**config.mk**
```make
export PLATFORM = sky130hd
export DESIGN_NAME = mask_decompose
export DESIGN_NICKNAME = d
export VERILOG_FILES = /design/src/rtl/mask_decompose.sv
export SDC_FILE = /design/constraint.sdc
export NUM_CORES = 1
export LEC_CHECK = 0
export CAP_MARGIN = 20
export CORE_AREA = 4 4 142 89
export CTS_BUF_LIST = sky130_fd_sc_hd__clkbuf_4
export DETAILED_ROUTE_END_ITERATION = 8
export DIE_AREA = 0 0 146 93
export PLACE_DENSITY_LB_ADDON = 0.25
export SYNTH_ARGS = -nofsm -noshare
export SYNTH_HDL_FRONTEND = slang
export SYNTH_SLANG_ARGS = --single-unit
```
**constraint.sdc**
```tcl
create_clock -name clock -period 3.4 [get_ports clock]
set_clock_uncertainty 0.1 [all_clocks]
set_input_delay 0.68 -clock clock [delete_from_list [all_inputs] [get_ports clock]]
set_output_delay 0.68 -clock clock [all_outputs]
set_load 0.03 [all_outputs]
```
**src/rtl/mask_decompose.sv**
```systemverilog
// Splits a 32-bit mask word into its one-hot components, lowest bit first,
// one beat per output handshake; an all-zero word yields a single "zero" beat.
//
// state | meaning
// IDLE  | waiting for a word; in_ready high
// EMIT  | streaming components of the latched word; out_valid high
module mask_decompose (
  input  logic        clock,
  input  logic        reset,
  input  logic        in_valid,
  output logic        in_ready,
  input  logic [31:0] data_operand,
  output logic        out_valid,
  input  logic        out_ready,
  output logic [31:0] out_onehot,
  output logic [4:0]  out_index,
  output logic        out_last,
  output logic        out_zero,
  output logic [5:0]  beat_count
);

  typedef enum logic {
    IDLE = 1'b0,
    EMIT = 1'b1
  } state_t;

  state_t      state, state_next;
  logic [31:0] residual, residual_next;
  logic [5:0]  count, count_next;
  logic [31:0] low_bit;
  logic [31:0] rest;
  logic [4:0]  low_idx;
  logic        is_last;
  logic        emit;

  assign low_bit = residual & (~residual + 32'd1);
  assign rest    = residual & (residual - 32'd1);
  assign is_last = (rest == 32'd0);
  assign emit    = (state == EMIT);

  // low_bit is one-hot (or zero), so OR-ing set positions gives its index
  always_comb begin
    low_idx = 5'd0;
    for (int i = 0; i < 32; i++) begin
      if (low_bit[i]) low_idx = low_idx | 5'(i);
    end
  end

  always_ff @(posedge clock) begin
    if (!reset) begin
      state    <= IDLE;
      residual <= 32'd0;
      count    <= 6'd0;
    end else begin
      state    <= state_next;
      residual <= residual_next;
      count    <= count_next;
    end
  end

  always_comb begin
    state_next    = state;
    residual_next = residual;
    count_next    = count;
    case (state)
      IDLE: begin
        if (in_valid) begin
          residual_next = data_operand;
          count_next    = 6'd0;
          state_next    = EMIT;
        end
      end
      EMIT: begin
        if (out_ready) begin
          if (is_last) begin
            residual_next = 32'd0;
            count_next    = 6'd0;
            state_next    = IDLE;
          end else begin
            residual_next = rest;
            count_next    = count + 6'd1;
          end
        end
      end
      default: state_next = IDLE;
    endcase
  end

  // residual only reaches zero inside EMIT when the accepted word was zero
  assign in_ready   = (state == IDLE);
  assign out_valid  = emit;
  assign out_onehot = emit ? low_bit : 32'd0;
  assign out_index  = emit ? low_idx : 5'd0;
  assign out_last   = emit & is_last;
  assign out_zero   = emit & (residual == 32'd0);
  assign beat_count = emit ? count : 6'd0;

endmodule
```
Word level (Yosys, flattened, before mapping):

Cells that the tools add are included.

* multiplexer cells: 58
* add/sub/neg operators: 3
* equal/unequal tests: 3
* reductions and logical operators: 4
* bitwise operators: 6

Operators with widths (number)
* $mux 32: 8
* $mux 5: 17
* $and 32x32->32: 2
* $logic_not 32->1: 2
* $pmux 32 s2: 1
* $mux 6: 8
* $add 32x1->32 const B: 1
* $mux 4: 8
* $not 32->32: 1
* $sub 32x1->32 const B: 1
* $mux 3: 4
* $pmux 6 s2: 1
* $mux 1: 8
* $add 6x1->6 const B: 1
* $mux 2: 2
* $ne 3x2->1 const B: 1
* $reduce_and 3->1: 1
* $and 1x1->1: 2
* $ne 2x1->1 const B: 1
* $ne 2x2->1 const B: 1
* $pmux 1 s2: 1
* $reduce_and 2->1: 1
* $not 1->1: 1

* input port bits: 36
* output and inout port bits: 47
* flip-flop bits (word level): 39
* logic and storage cells: 77

Depth between registers and ports, before layout:

* depth after elaboration: 35
* depth in mapped cells: 11
* gate-level depth less buffers: 7

Worst setup path before layout:

No wires, ideal clock.

* path kind: register -> output
* start: reg residual[2]
* end: out out_last
* data required time: 2.620 ns
* path buffers: 4
* cell stages (with the launch flop): 11
* slack: -0.677 ns
* arrival: 3.297 ns
* cell sequence: dfxtp_1 -> buf_6 -> or4_4 -> buf_6 -> or4_4 -> buf_6 -> o31a_1 -> a2111oi_2 -> o2111ai_1 -> buf_6 -> nor3_1

* cells in the longest elaborated chain, start to end: 4

Ends and longest elaborated chain
* from (decl): RTL line 28 `logic [31:0] residual, residual_next;`
* from (signal assigned): RTL line 56 `residual <= residual_next;`
* $sub 32x1->32: RTL line 37 `assign rest = residual & (residual - 32'd1);`
* $and 32x32->32 (*): RTL line 37
* $logic_not 32->1 (*): RTL line 38 `assign is_last = (rest == 32'd0);`
* $and 1x1->1 (*): RTL line 94 `assign out_last = emit & is_last;`
* to (decl): RTL line 17 `output logic out_last,`

Every way passes the cells marked *; elsewhere a longest branch is shown, timed or not.

Worst setup path in the final report:

* start: reg residual[0]
* end: out out_last

Same word-level chain as after synthesis.

==> metrics.md <==
| Metric | Value |
|---|---|
| Violated checks | negative setup slack |
| Most common cell after layout, fill and taps aside | buf_4 |
| Final worst-path cycle share | 1.11 |
| RSZ-0062 raised after global routing | yes |
| Fraction of layout cells with a size suffix above 1 | 0.339 |
| Final Util | 0.447 |
| Gate Count Post-Synth | 431 |
| Post-synth design cell area | 0.00300 mm2 |
| RR Startpoint | residual[0] |
| Total power | 1.64 mW |
| Crit path max fanout | 6 |
| Longest Clk Path Bufs | 2 |
| Hold Crit Endpoint | count[5] |
| Reg area | 783 um2 |
| Post-Route WL | 15100 um |
| R2R depth | 11 |
| CP Data Arrival Time | 3.01 ns |
| R2R setup slack | 0.32 ns |
| Status | finished with violations |
| Post-route ant nets | 0 |
| Worst R2R End | count[1] |
| Area of the multi-input gates | 0.00229 mm2 |
| Pin count of the biggest net entering global routing | 34 |
| Post-synth EDFFs | 0 |
| Finished Layout Cells | 725 |
| Endpoints failing setup | 12 |
| Post-CTS Hold Buffers | 0 |
| TritonCTS buffer count | 5 |
| CP peak stage delay | 0.58 ns |
| Die area | 0.0136 mm2 |
| CTS Sinks | 39 |
| PnR worst setup slack | -0.389 ns |
| Hold slack | 0.384 ns |
| Worst-Skew Late Latency | 0.38 ns |
| Slew @ Worst Pin | 0.614 ns |
| Worst rel slew slack | 0.590 |
| Most frequent CP cell | buf_4 |
| Starting Density | 0.267 |
| Initial antenna violation count | 0 |
| DRC violation count after routing | 0 |
| Cell variety after synth | 56 |
| Core footprint | 0.0112 mm2 |
| Placer Congestion | 0.902 |
| WL per Instance | 20.9 um |
| IO Port Bufs | 82 |
| Pleak | 1.97 nW |
| CTS Root Buffer Type | clkbuf_4 |
| Final hold violation count | 0 |
| CTS tree | built |
| Fmax | 264 MHz |
| Critical-path cell list | or4_4 > buf_4 > nor4_4 > buf_4 > buf_4 > buf_4 > o211ai_1 > a221oi_2 > o2111ai_2 > nor3_4 > buf_12 |
| WP data required | 2.62 ns |
| GRT overflow | 0 |
| Most frequent cells in the layout | buf_4, clkdlybuf4s50_1, nor2_1 |
| DP Area | 0.00450 mm2 |
| Layout Nets | 617 |
| Hold depth | 2 |
| CP endpoint kind | primary output |
| Pwr Density | 328 mW/mm2 |
| Fill cells | 1149 |
| Worst setup SP type | flop |
| Mapped Nets | 468 |
| DP Cell Count | 701 |
| Primary FF master, synth | dfxtp_1 |
| Post-synthesis sequential area ratio | 0.260 |
| Vias | 4081 |
| FP Rows | 30 |
| Synth Register Bits | 39 |
| Die Ht | 93 um |
| Setup CP Type | flop to primary output |
| I/O Pins | 83 |
| Worst hold path type | flop to flop |
| Setup TNS | -2.52 ns |
| Clock-pin slew on the worst setup and hold paths | 0.15 ns |
| Fin crit period | 3.79 ns |
| Total GRT Usage | 0.216 |
| Max-Cap Viols | 0 |
| Hold path start | count[5] |
| Pre-antenna DRT Iters | 5 |
| DP Wirelength | 11300 um |
| Via/cell ratio | 5.63 |
| Final Cell Area | 0.00501 mm2 |
| Ys Warns | 0 |
| Synthesis-to-finish area growth | 67.1% |
| Slew Viols, Final | 0 |
| Die boundary width | 146 um |
| Syn Area/Cell | 6.96 um2 |
| Ant diodes | 0 |
| Number of global-route vias before repair | 3884 |
| Pre-CTS setup slack | -0.173 ns |
| First-pass GRT wire length | 23100 um |
| Max VDD drop | 0.149 mV |
| H-tree levels | 2 |
| Async set or reset register ratio after synthesis | 0 |
| Violation count after the first detailed-routing iteration | 403 |
| Crit-path slowest cell | or4_4 |
-- cells in the mapped netlist (all sizes together) (4+ instances only) --
cell type	count	share of area
a21oi	36	0.060
or4	9	0.025
a22oi	17	0.043
and2	9	0.019
mux2i	4	0.013
inv	13	0.016
buf	9	0.022
or3	10	0.021
nand2	41	0.051
nor2	48	0.060
a211oi	5	0.013
o41ai	4	0.012
o211ai	11	0.031
nor3b	4	0.010
nor4	16	0.035
a31oi	4	0.0083
nor3	20	0.033
and3	7	0.015
dfxtp	39	0.26
nand4	5	0.010
clkbuf	31	0.039
nand3	28	0.047
o21ai	12	0.020
-- worst max-delay path: cells and delay by family (launching register included) --
family | cells | cell delay (ns)
flip-flops | 1 | 0.35
buffers and inverters | 5 | 0.72
AND/OR/NAND/NOR | 3 | 0.97
AO/OA/AOI/OAI | 3 | 0.60
-- worst max-delay path by stage --
stage | startpoint | cells after the start | end | slack [ns]
finish | residual[0] | 11 | out_last | -0.39
global route | residual[0] | 9 | out_last | -0.51
CTS | residual[0] | 8 | out_last | -0.37
detailed placement | residual[0] | 9 | out_last | -0.17
global placement | residual[5] | 10 | out_index[4] | -0.15
floorplan | residual[2] | 10 | out_last | -0.07
-- cell type report --
cell class,instances,share of cell area
multi-input combinational,338,0.458
timing repair buffer,182,0.328
sequential,39,0.156
tap,144,0.0359
inverter,14,0.0105
clock buffer,6,0.00898
clock inverter,2,0.00250
-- report_power, final --
group	switching, mW	internal, mW
clock network	0.187	0.0881
registers	0.0310	0.486
logic	0.476	0.377
-- state kept, by name (all words and copies together) (netlist names) --
| name | cells |
|---|---|
| out_valid | 1 |
| residual | 32 |
| count | 6 |
-- kinds of logic after synthesis --
family                   after synthesis  share of synthesized area
flip-flops                            39                      0.260
AO/OA/AOI/OAI                        119                      0.275
buffers and inverters                 54                     0.0780
multiplexers                           4                     0.0133
AND/OR/NAND/NOR                      213                      0.366
adder cells (fa/ha/maj)                2                    0.00751
-- layer usage --
metal	share of wire	global-route usage
met5	0	0
met4	0.0083	0.0274
met3	0.077	0.0494
met2	0.42	0.313
met1	0.50	0.331
-- repair_timing --
action,4_1_cts,5_1_grt
pin swaps,18,9
endpoints found under the setup margin,22,21
gates resized for setup,59,25
hold endpoints to repair,0,0
setup buffers,13,5
No activity file was read; power rests on OpenSTA's default activity.
